File: config.mk
export PLATFORM = sky130hd
export DESIGN_NAME = sc_io_stimulus
export DESIGN_NICKNAME = d
export VERILOG_FILES = /design/src/rtl/sc_io_pkg.sv /design/src/rtl/sc_io_chan.sv /design/src/rtl/sc_io_stimulus.sv
export SDC_FILE = /design/constraint.sdc
export NUM_CORES = 1
export LEC_CHECK = 0
export BUFFER_PORTS_ARGS = -buffer_cell sky130_fd_sc_hd__buf_2
export CORE_ASPECT_RATIO = 1.75
export CORE_MARGIN = 2
export CORE_UTILIZATION = 40
export CTS_CLUSTER_SIZE = 12
export DETAILED_ROUTE_END_ITERATION = 10
export GPL_TIMING_DRIVEN = 0
export SETUP_SLACK_MARGIN = 0.05
export SYNTH_ARGS = -nofsm -noshare
export SYNTH_HDL_FRONTEND = slang
export SYNTH_SLANG_ARGS = --single-unit
File: constraint.sdc
create_clock -name clock -period 4.84 [get_ports clock]
set_input_delay 0.484 -clock clock [delete_from_list [all_inputs] [get_ports clock]]
set_output_delay 0.484 -clock clock [all_outputs]
set_load 0.02 [all_outputs]
File: src/rtl/sc_io_pkg.sv
// Shared types for the I/O stimulus generator: FSM states, channel modes
// and the default Galois LFSR feedback mask.
package sc_io_pkg;

    typedef enum logic [1:0] {
        ST_RST_HOLD = 2'd0,
        ST_RUN      = 2'd1,
        ST_CAPTURE  = 2'd2,
        ST_DONE     = 2'd3
    } state_t;

    typedef enum logic [1:0] {
        MODE_ZERO  = 2'd0,
        MODE_CONST = 2'd1,
        MODE_RAMP  = 2'd2,
        MODE_LFSR  = 2'd3
    } mode_t;

    localparam logic [31:0] DEFAULT_LFSR_TAPS = 32'h8020_0003;

endpackage

File: src/rtl/sc_io_chan.sv
// One stimulus channel: latches its mode on load and steps its value
// (hold, ramp or Galois LFSR) whenever the top level asks it to.
module sc_io_chan
    import sc_io_pkg::*;
#(
    parameter int               WIDTH = 32,
    parameter logic [WIDTH-1:0] TAPS  = WIDTH'(DEFAULT_LFSR_TAPS)
) (
    input  logic             clock,
    input  logic             clear,
    input  logic             load,
    input  logic             step,
    input  logic [1:0]       mode,
    input  logic [WIDTH-1:0] seed,
    output logic [WIDTH-1:0] value
);

    mode_t            mode_q;
    logic [WIDTH-1:0] load_value;
    logic [WIDTH-1:0] step_value;

    // NOTE: every always_comb output gets a default first so no path can infer a latch.
    always_comb begin
        load_value = '0;
        case (mode_t'(mode))
            MODE_CONST, MODE_RAMP: load_value = seed;
            // An all-zero LFSR would lock up, so a zero seed starts from all ones.
            MODE_LFSR:             load_value = (seed == '0) ? '1 : seed;
            default:               load_value = '0;
        endcase
    end

    always_comb begin
        step_value = value;
        case (mode_q)
            MODE_RAMP: step_value = value + WIDTH'(1);
            MODE_LFSR: step_value = (value >> 1) ^ (value[0] ? TAPS : '0);
            default:   step_value = value;
        endcase
    end

    // NOTE: sequential state uses non-blocking assignments so all registers update together.
    always_ff @(posedge clock) begin
        if (clear) begin
            value  <= '0;
            mode_q <= MODE_ZERO;
        end else if (load) begin
            value  <= load_value;
            mode_q <= mode_t'(mode);
        end else if (step) begin
            value  <= step_value;
        end
    end

endmodule

File: src/rtl/sc_io_stimulus.sv
// Stimulus generator for a DUT: holds it in reset, drives per-channel
// patterns for a fixed run, then captures the DUT outputs once.
module sc_io_stimulus
    import sc_io_pkg::*;
#(
    parameter int          WIDTH          = 32,
    parameter int          NCH            = 2,
    parameter int          RST_CYCLES     = 5,
    parameter int          HOLD_CYCLES    = 4,
    parameter int          TIMEOUT_CYCLES = 31250,
    parameter logic [31:0] LFSR_TAPS      = DEFAULT_LFSR_TAPS
) (
    input  logic                 clock,
    input  logic                 reset,
    input  logic                 restart,
    input  logic [2*NCH-1:0]     mode,
    input  logic [WIDTH*NCH-1:0] seed,
    input  logic [WIDTH*NCH-1:0] out_port,
    output logic                 dut_resetn,
    output logic [WIDTH*NCH-1:0] in_port,
    output logic [WIDTH*NCH-1:0] cap_data,
    output logic                 cap_valid,
    output logic                 done
);

    localparam logic [7:0]       RST_LAST   = 8'(RST_CYCLES - 1);
    localparam logic [15:0]      HOLD_LAST  = 16'(HOLD_CYCLES - 1);
    localparam logic [23:0]      TIMER_LAST = 24'(TIMEOUT_CYCLES - 1);
    localparam logic [WIDTH-1:0] TAPS       = WIDTH'(LFSR_TAPS);

    state_t      state;
    state_t      state_next;
    logic [7:0]  rst_cnt;
    logic [15:0] hold_cnt;
    logic [23:0] timer;
    logic        restart_go;
    logic        chan_clear;
    logic        chan_load;
    logic        chan_step;

    assign restart_go = (state == ST_DONE) && restart;
    assign chan_clear = reset || restart_go;
    assign chan_load  = (state == ST_RST_HOLD) && (rst_cnt == RST_LAST);
    assign chan_step  = (state == ST_RUN) && (hold_cnt == HOLD_LAST);

    always_comb begin
        state_next = state;
        case (state)
            ST_RST_HOLD: if (rst_cnt == RST_LAST) state_next = ST_RUN;
            ST_RUN:      if (timer == TIMER_LAST) state_next = ST_CAPTURE;
            ST_CAPTURE:  state_next = ST_DONE;
            ST_DONE:     if (restart) state_next = ST_RST_HOLD;
            default:     state_next = ST_RST_HOLD;
        endcase
    end

    // Outputs are decoded from the next state so they stay registered yet line up with the state.
    always_ff @(posedge clock) begin
        if (reset) begin
            state      <= ST_RST_HOLD;
            rst_cnt    <= '0;
            hold_cnt   <= '0;
            timer      <= '0;
            dut_resetn <= 1'b0;
            cap_data   <= '0;
            cap_valid  <= 1'b0;
            done       <= 1'b0;
        end else begin
            state   <= state_next;
            rst_cnt <= (state == ST_RST_HOLD && state_next == ST_RST_HOLD) ? rst_cnt + 8'd1 : '0;
            if (restart_go) begin
                hold_cnt <= '0;
                timer    <= '0;
            end else if (state == ST_RUN) begin
                hold_cnt <= chan_step ? '0 : hold_cnt + 16'd1;
                timer    <= timer + 24'd1;
            end
            dut_resetn <= (state_next != ST_RST_HOLD);
            cap_valid  <= (state_next == ST_CAPTURE);
            done       <= (state_next == ST_DONE);
            if (state_next == ST_CAPTURE) cap_data <= out_port;
        end
    end

    for (genvar k = 0; k < NCH; k++) begin : g_chan
        sc_io_chan #(
            .WIDTH (WIDTH),
            .TAPS  (TAPS)
        ) u_chan (
            .clock (clock),
            .clear (chan_clear),
            .load  (chan_load),
            .step  (chan_step),
            .mode  (mode[2*k +: 2]),
            .seed  (seed[WIDTH*k +: WIDTH]),
            .value (in_port[WIDTH*k +: WIDTH])
        );
    end

endmodule

==> results of run 1 <==
[layout make-up]
cell class	count	area share, %
inverters	15	0.471
clock inverters	11	1.08
plain buffers	88	3.33
well taps	308	3.22
multi-input cells	985	46.0
diodes	2	0.0418
flip-flops and latches	185	31.0
clock buffers	21	3.85
repair buffers	264	11.0
[cell families after synthesis]
kind of cell	count (synthesis)
buffers and inverters	103
DFF	185
adders and majority gates	11
xor gates and xnor gates	93
muxes	9
AOI/OAI and AO/OA	333
and+or+nand+nor	539
[layout by cell type (no fill, tap or decap), types with 5 or more instances in the layout]
master     instances
a22oi_1           11
inv_1             15
and4_1             8
o211ai_1           8
and2_1             8
mux2i_1            7
inv_6              5
o211a_1            5
nor2_1           117
clkbuf_16         17
a31oi_1           40
nor3_2             5
nor4_1            28
buf_2            291
o21ai_0          102
xor2_1            38
ha_1              11
nand4_1           32
a21oi_1          125
nand2_1          225
dfxtp_1          185
nand3_1           43
and3_1            19
clkbuf_1          56
a211oi_1           5
xnor2_1           55
or3_1              7
o22ai_1            5
nor3_1            20
o221a_2            5
[metal layers]
metal | vias to the layer above | global-route usage (%) | wire [um]
li1 | 5053 | - | -
met1 | 4839 | 26.8 | 12300
met2 | 447 | 47.4 | 17400
met3 | 115 | 5.92 | 2540
met4 | 4 | 16.4 | 1910
met5 | - | 0 | 18
[metrics by stage]
stage               instance area (um2)  worst slack (ps)  util (%)
CTS                               12000              1850      50.2
finish                            12000              1800      50.2
detailed placement                11400              1860      47.7
global route                      12000              1630      50.2
global placement                  11400              1910      47.7
floorplan                          9660              2800         -
[worst paths after layout]
check                            start                                     end  slack (ps)  cells past startpoint
min reg2reg  cap_data[19]$_SDFFE_PP0P_               cap_data[19]$_SDFFE_PP0P_         450                      2
max              rst_cnt[0]$_SDFF_PP0_  g_chan[1].u_chan.value[2]$_SDFFE_PP0P_        1800                      9
max reg2reg      rst_cnt[0]$_SDFF_PP0_  g_chan[1].u_chan.value[2]$_SDFFE_PP0P_        1800                      9
min                       out_port[12]               cap_data[12]$_SDFFE_PP0P_         260                      3
[worst register-to-register path: cells and delay by family, from the launching register on]
kind	cells	cell delay, ps
buf+inv	4	1600
simple gates	2	430
flops	1	410
compound gates	2	350
fa+ha+maj	1	190
[power breakdown]
part	total (mW)	switching, mW	internal [mW]	leakage (nW)
logic	0.505	0.310	0.194	3.09
clock network	1.42	0.664	0.757	0.286
registers	1.67	0.0946	1.58	1.49
[flip-flops by register name, indices dropped and copies added, names as in the netlist]
signal,cells
done,1
state,2
cap_valid,1
rst_cnt,8
g_chan.u_chan.mode_q,4
hold_cnt,16
g_chan.u_chan.value,64
cap_data,64
timer,24
dut_resetn,1
==> flow_summary_export.csv, run 1 <==
group,metric,value,unit
floorplanning,die-area,25500,um2
synthesis,synth.area.top_cells,"dfxtp_1 (38%), nand2_1 (8.7%), a21oi_1 (6.5%), o21ai_0 (5.3%), xnor2_1 (5.0%)",
critical_path,critPathLaunchType,"flip-flop",
synthesis,yosys_warnings,0,
final_layout,final_cells,1879,
synthesis,ys_top_cells_by_count,"nand2_1 (225), dfxtp_1 (185), a21oi_1 (125)",
clock_network,clkTransAtPathRegs,70,ps
clock_network,ctsResizeCount,0,
clock_network,clockBufferDepth,2,
synthesis,synth_top_family_by_area,"simple AND/OR/NAND/NOR gates",
synthesis,synth_cell_type_count,64,
critical_path,required,5230,ps
route,drt_wl_total,34.1,mm
clock_network,cts_setup_buffers,0,
synthesis,synth_fa_ha_area_share,1.42,%
synthesis,synth_nets,1419,
outcome,status,"complete, no violations",
final_layout,area_growth_syn_to_layout,23.8,%
route,antenna_left,0,
critical_path,cpLargestDelayFamily,"buffers and inverters",
timing,worstMarginPinSlew,1120,ps
timing,hold_ws,261,ps
synthesis,seq_area_frac_synth,38.3,%
floorplanning,dieWidth,121,um
pwr,p_per_area,301,nW/um2
pwr,p_total,3.60,mW
synthesis,synth_xor_area_share,8.43,%
route,routed_via_density,5.57,
critical_path,max_stage_delay,560,ps
floorplanning,start_util,40.5,%
timing,finalHoldViolCount,0,
synthesis,yosysMostFrequentCell,"nand2_1",
synthesis,synth_compound_area_share,20.0,%
floorplanning,coreArea,23800,um2
final_layout,multi_input_area,5500,um2
placed_design,gp_congestion,0.934,
timing,setup_viol,0,
global_route,grt_pass1_vias,9941,
timing,period_minus_slack,3040,ps
synthesis,syn_area_per_cell,7.59,um2
floorplanning,pin_count,266,
timing,slew_headroom,24.5,%
synthesis,synthCells,1273,
route,wl_per_cell,18.2,um
clock_network,insertion_delay,450,ps
route,first_iter_violations,574,
global_route,grtUsageTotal,26.3,%
worst_hold_path,hp-class,"input pin to flip-flop",
synthesis,synthArstFlopShare,0,%
critical_path,cp_max_fo,10,
critical_path,cp-end-kind,"flip-flop",
synthesis,synth_top_area_share,38.3,%
floorplanning,die_h,210,um
clock_network,clockRootBuffer,"clkbuf_16",
route,firstDrtPassIters,5,
timing,finalClockSkew,9.74,ps
synthesis,synthSimpleGateAreaFrac,26.2,%
global_route,grt_pass1_wl,52.2,mm
placed_design,port-buffer-count,264,
clock_network,cts_tree,"built",
synthesis,synth_flop_cell,"dfxtp_1",
timing,rsz0062_at_grt,"no",
final_layout,drive_gt1_share,22.2,%
critical_path,cp_data_arrival_time,3430,ps
timing,fmax,329,MHz
critical_path,path_cells,"inv_1, ha_1, nor4b_2, nand4b_1, clkbuf_1, clkbuf_1, clkbuf_1, o21ai_0, a21oi_1",
final_layout,final-seq-area,3700,um2
floorplanning,core.rowCount,75,
timing,final_max_slew_viol_count,0,
pwr,vdd_drop_max,0.249,mV
synthesis,netlist_area,9660,um2
clock_network,numCtsBuffers,17,
global_route,grt.overflow.total,0,
timing,period_share,62.8,%
critical_path,slowest_stage,"clkbuf_1",
global_route,grt_max_degree,18,
placed_design,hpwl,26.5,mm
timing,tns,0,ps
final_layout,nFillCells,2490,
global_route,antenna_found_initial,5,
route,vias,10500,
route,remaining_drc_errors,0,
clock_network,postCtsHoldBufs,0,
critical_path,critPathMostFrequentCell,"clkbuf_1",
job,maxCapViolations,0,
clock_network,htreeDepth,4,
critical_path,worstSetupPathType,"flip-flop to flip-flop",
final_layout,num-nets-final,1702,
synthesis,synth_edf_count,0,
synthesis,yosys.area.top_type,"dfxtp_1",
synthesis,ys_ff_latch,185,
clock_network,cts_sinks,185,
placed_design,dp_cells,1845,
critical_path,cp_num_buf_inv,4,
synthesis,muxShareOfSynthArea,0.958,%
pwr,p_leak,4.87,nW
Power figures use the tool's default switching activity.
==> inputs of run 2 (changes only) <==
==> constraint.sdc (replaced) <==
create_clock -name clock -period 3.1 [get_ports clock]
set_input_delay 0.31 -clock clock [delete_from_list [all_inputs] [get_ports clock]]
set_output_delay 0.31 -clock clock [all_outputs]
set_load 0.02 [all_outputs]
==> flow_summary_export.csv, run 2 (synthesized netlist as in run 1, its figures left out) <==
group,metric,value,unit
outcome,status,"complete, no violations",
timing,worstMarginPinSlew,1120,ps
critical_path,max_stage_delay,520,ps
clock_network,insertion_delay,460,ps
critical_path,cp-end-kind,"flip-flop",
critical_path,cp_data_arrival_time,3210,ps
global_route,grtUsageTotal,26.3,%
global_route,grt_pass1_wl,52.2,mm
route,routed_via_density,5.57,
critical_path,cp_max_fo,10,
clock_network,clkTransAtPathRegs,70,ps
final_layout,final_core_utilization,50.2,%
critical_path,required,3490,ps
timing,period_share,90.9,%
final_layout,top_regs,"cap_data (64), g_chan.u_chan.value (64), timer (24)",
global_route,grt_pass1_vias,9941,
pwr,p_per_area,470,nW/um2
route,firstDrtPassIters,5,
timing,setup_viol,0,
clock_network,cts_sinks,185,
timing,tns,0,ps
floorplanning,start_util,40.5,%
pwr,p_leak,4.87,nW
critical_path,critPathLaunchType,"flip-flop",
critical_path,worstSetupPathDepth,9,
final_layout,drive_gt1_share,22.3,%
floorplanning,coreArea,23800,um2
critical_path,slowest_stage,"clkbuf_1",
global_route,grt_max_degree,18,
final_layout,num-nets-final,1702,
worst_hold_path,hold_depth,3,
clock_network,clockRootBuffer,"clkbuf_16",
placed_design,port-buffer-count,264,
route,first_iter_violations,574,
clock_network,postCtsHoldBufs,0,
timing,finalClockSkew,9.74,ps
route,vias,10500,
pwr,vdd_drop_max,0.389,mV
route,drt_wl_total,34.1,mm
global_route,antenna_found_initial,5,
route,remaining_drc_errors,0,
timing,rsz0062_at_grt,"no",
final_layout,final_common_cell,"buf_2",
timing,period_minus_slack,2820,ps
timing,slew_headroom,24.5,%
placed_design,gp_congestion,0.934,
placed_design,hpwl,26.5,mm
worst_hold_path,hp-class,"input pin to flip-flop",
critical_path,critPathMostFrequentCell,"clkbuf_1",
clock_network,htreeDepth,4,
route,wl_per_cell,18.2,um
job,maxCapViolations,0,
floorplanning,die-area,25500,um2
final_layout,final_cell_mix,"buf_2 (291), nand2_1 (225), dfxtp_1 (185), a21oi_1 (125), nor2_1 (117)",
route,antenna_left,0,
global_route,grt.overflow.total,0,
critical_path,ff2ff_path_depth,9,
timing,finalHoldViolCount,0,
critical_path,cp_num_buf_inv,4,
floorplanning,pin_count,266,
floorplanning,die_h,210,um
critical_path,cpLargestDelayFamily,"buffers and inverters",
timing,final_max_slew_viol_count,0,
critical_path,path_cells,"inv_1, ha_1, nor4b_2, nand4b_1, clkbuf_2, clkbuf_1, clkbuf_1, o21ai_0, a21oi_1",
clock_network,cts_tree,"built",
clock_network,clockBufferDepth,2,
critical_path,worstSetupPathType,"flip-flop to flip-flop",
final_layout,area_growth_syn_to_layout,23.8,%
clock_network,numCtsBuffers,17,
floorplanning,dieWidth,121,um
floorplanning,core.rowCount,75,
timing,fmax,355,MHz
-- run 2: area by class of cell --
| cell class | instances | area [um2] |
|---|---|---|
| Multi-Input combinational cell | 985 | 5500 |
| Inverter | 15 | 56.3 |
| Tap cell | 308 | 385 |
| Sequential cell | 185 | 3700 |
| Fill cell | 2492 | 11900 |
| Antenna cell | 2 | 5.00 |
| Clock buffer | 21 | 460 |
| Clock inverter | 11 | 129 |
| Buffer | 88 | 399 |
| Timing Repair Buffer | 264 | 1320 |
-- run 2: timing repair --
item / 4_1_cts / 5_1_grt
setup endpoints to repair: 0 / 9
resized for setup: 0 / 2
setup buffers: 0 / 0
endpoints found under the hold margin: 0 / 0
-- run 2: where the power goes --
part	total, mW	switching [mW]	internal, mW
Clock	2.22	1.04	1.18
Sequential	2.61	0.148	2.47
Combinational	0.788	0.485	0.304
-- run 2: worst min-delay path: stages --
cell and delay, ps:
buf_2 90, nand2_1 50, a21oi_1 50
-- run 2: per-layer routing --
layer / share of wire, % / global-route usage (%) / vias to the layer above
met3: 7.4 / 5.92 / 116
met1: 36 / 26.8 / 4839
met5: 0.053 / 0 / -
met2: 51 / 47.4 / 447
li1: - / - / 5053
met4: 5.6 / 16.4 / 4
-- run 2: worst paths after layout --
check | end | slack [ps] | start
min | cap_data[12]$_SDFFE_PP0P_ | 90 | out_port[12]
max reg2reg | g_chan[1].u_chan.value[2]$_SDFFE_PP0P_ | 280 | rst_cnt[0]$_SDFF_PP0_
min reg2reg | cap_data[19]$_SDFFE_PP0P_ | 450 | cap_data[19]$_SDFFE_PP0P_
max | g_chan[1].u_chan.value[2]$_SDFFE_PP0P_ | 280 | rst_cnt[0]$_SDFF_PP0_
-- run 2: stage by stage --
step	instance area, um2	power, mW	hold slack [ps]	setup slack (ps)	cells
after floorplan	9660	3.09	446	1060	1273
after global placement	11400	3.44	439	171	1845
after detailed placement	11400	3.44	444	124	1845
after CTS	12000	5.67	63.7	109	1877
after global routing	12000	5.85	82.6	96.1	1878
final	12000	5.62	86.7	281	1879
==> inputs of run 3 (changes only) <==
--- a/config.mk
+++ b/config.mk
@@ -8,11 +8,13 @@
 export BUFFER_PORTS_ARGS = -buffer_cell sky130_fd_sc_hd__buf_2
 export CORE_ASPECT_RATIO = 1.75
 export CORE_MARGIN = 2
-export CORE_UTILIZATION = 40
+export CORE_UTILIZATION = 53
 export CTS_CLUSTER_SIZE = 12
 export DETAILED_ROUTE_END_ITERATION = 10
 export GPL_TIMING_DRIVEN = 0
+export PLACE_DENSITY = 0.81
 export SETUP_SLACK_MARGIN = 0.05
 export SYNTH_ARGS = -nofsm -noshare
 export SYNTH_HDL_FRONTEND = slang
 export SYNTH_SLANG_ARGS = --single-unit
+export TNS_END_PERCENT = 10
==> flow_summary_export.csv, run 3 (synthesized netlist as in run 1, its figures left out) <==
group,metric,value,unit
critical_path,r2r_end,"g_chan[1].u_chan.value[2]$_SDFFE_PP0P_",
global_route,antenna_found_initial,1,
global_route,grt_pass1_wl,51.1,mm
worst_hold_path,hp-class,"input pin to flip-flop",
final_layout,final_common_cell,"buf_2",
pwr,switchingPower,1.64,mW
floorplanning,coreArea,18000,um2
clock_network,numCtsBuffers,17,
critical_path,path_cells,"inv_1, ha_1, nor4b_2, nand4b_1, clkbuf_2, clkbuf_1, clkbuf_1, o21ai_0, a21oi_1",
critical_path,max_stage_delay,530,ps
critical_path,rr_startpoint,"rst_cnt[0]$_SDFF_PP0_",
pwr,vdd_drop_max,0.291,mV
global_route,grtUsageTotal,33.2,%
route,first_iter_violations,700,
clock_network,cts_sinks,185,
pwr,comb_power_share,14.0,%
pwr,internal-power,3.98,mW
final_layout,final_cell_mix,"buf_2 (291), nand2_1 (225), dfxtp_1 (185), a21oi_1 (125), nor2_1 (117)",
critical_path,ff2ff_path_depth,9,
critical_path,cp-end-kind,"flip-flop",
pwr,p_sw_share,29.2,%
final_layout,drive_gt1_share,22.3,%
final_layout,top_regs,"cap_data (64), g_chan.u_chan.value (64), timer (24)",
critical_path,cp_max_fo,10,
global_route,grt_max_degree,18,
timing,period_share,91.2,%
critical_path,cp_num_buf_inv,4,
clock_network,insertion_delay,440,ps
job,maxCapViolations,0,
route,drt_wl_total,33.0,mm
placed_design,dp_cells,1771,
timing,period_minus_slack,2830,ps
worst_hold_path,hold_depth,3,
pwr,power_frac_clock,39.4,%
global_route,grt_pass1_vias,10400,
floorplanning,start_util,53.7,%
route,remaining_drc_errors,0,
clock_network,cts_tree,"built",
critical_path,critPathMostFrequentCell,"clkbuf_1",
pwr,p_per_area,474,nW/um2
timing,setup_viol,0,
route,firstDrtPassIters,5,
floorplanning,core.rowCount,65,
floorplanning,pin_count,266,
critical_path,cp_data_arrival_time,3200,ps
timing,rsz0062_at_grt,"no",
floorplanning,dieWidth,106,um
route,routed_via_density,5.94,
timing,worstMarginPinSlew,906,ps
worst_hold_path,holdPathEnd,"cap_data[40]$_SDFFE_PP0P_",
critical_path,r2r_setup_slack,270,ps
clock_network,clockRootBuffer,"clkbuf_16",
clock_network,clockBufferDepth,2,
placed_design,gp_congestion,1.03,
clock_network,htreeDepth,4,
pwr,p_total,5.62,mW
route,wl_per_cell,18.3,um
critical_path,worstSetupPathType,"flip-flop to flip-flop",
clock_network,clkTransAtPathRegs,70,ps
floorplanning,die_h,183,um
worst_hold_path,hp-start,"out_port[40]",
critical_path,critPathLaunchType,"flip-flop",
timing,tns,0,ps
final_layout,num-nets-final,1702,
timing,slew_headroom,39.3,%
pwr,p_seq_share,46.6,%
critical_path,slowest_stage,"clkbuf_1",
critical_path,cpLargestDelayFamily,"buffers and inverters",
floorplanning,die-area,19400,um2
timing,finalClockSkew,10.8,ps
timing,final_max_slew_viol_count,0,
final_layout,area_growth_syn_to_layout,22.9,%
critical_path,required,3470,ps
placed_design,port-buffer-count,264,
pwr,p_leak,4.86,nW
placed_design,hpwl,25.2,mm
outcome,status,"complete, no violations",
final_layout,final_cells,1804,
timing,finalHoldViolCount,0,
route,vias,10700,
global_route,grt.overflow.total,0,
timing,fmax,354,MHz
route,antenna_left,0,
run 3: worst max-delay path by stage:
stage,start,end,slack [ps],cells after the start
global placement,rst_cnt[0]$_SDFF_PP0_,g_chan[1].u_chan.value[2]$_SDFFE_PP0P_,220,9
global route,rst_cnt[0]$_SDFF_PP0_,g_chan[1].u_chan.value[3]$_SDFFE_PP0P_,150,9
detailed placement,rst_cnt[0]$_SDFF_PP0_,g_chan[1].u_chan.value[2]$_SDFFE_PP0P_,170,9
floorplan,rst_cnt[0]$_SDFF_PP0_,g_chan[1].u_chan.value[4]$_SDFFE_PP0P_,1060,9
CTS,rst_cnt[0]$_SDFF_PP0_,g_chan[1].u_chan.value[2]$_SDFFE_PP0P_,150,9
finish,rst_cnt[0]$_SDFF_PP0_,g_chan[1].u_chan.value[2]$_SDFFE_PP0P_,270,9
run 3: worst reg2reg max path, cell delays in order, from the launching register on:
cell and delay [ps]:
dfxtp_1 420, inv_1 70, ha_1 190, nor4b_2 160, nand4b_1 280, clkbuf_2 360, clkbuf_1 530, clkbuf_1 430
o21ai_0 160, a21oi_1 160
run 3: stage by stage:
step                worst slack [ps]  util [%]  instance area, um2  hold WS, ps
global placement                 220      62.7               11300          439
finish                           272      66.1               11900          107
CTS                              147      66.0               11900         94.8
detailed placement               168      62.7               11300          443
global route                     154      66.0               11900         98.3
floorplan                       1060         -                9660          446
run 3: layout make-up:
class / count / area, um2
Antenna cell: 2 / 5.00
Buffer: 88 / 399
Clock buffer: 18 / 429
Clock inverter: 13 / 164
Fill cell: 1629 / 6100
Inverter: 15 / 56.3
Multi-Input combinational cell: 985 / 5500
Sequential cell: 185 / 3700
Tap cell: 234 / 293
Timing Repair Buffer: 264 / 1320
run 3: timing repair:
action | CTS | global route
setup endpoints to repair | 0 | 9
gates resized for setup | 0 | 2
hold buffers | 0 | 0
buffers inserted | 0 | 0
run 3: per-layer routing:
metal	vias up	GRT usage [%]	wire (um)
met2	585	61.1	16800
met4	0	24.2	2260
li1	5066	-	-
met3	155	6.54	2600
met1	4908	32.4	11300
met5	-	0	0
run 3: power by group through the flow:
stage                     clock, mW  combinational [mW]  sequential [mW]
after floorplan                   0               0.374             2.72
after global placement            0               0.761             2.66
after detailed placement          0               0.774             2.66
after CTS                      2.24               0.778             2.61
after global routing           2.33               0.846             2.63
final                          2.22               0.789             2.62
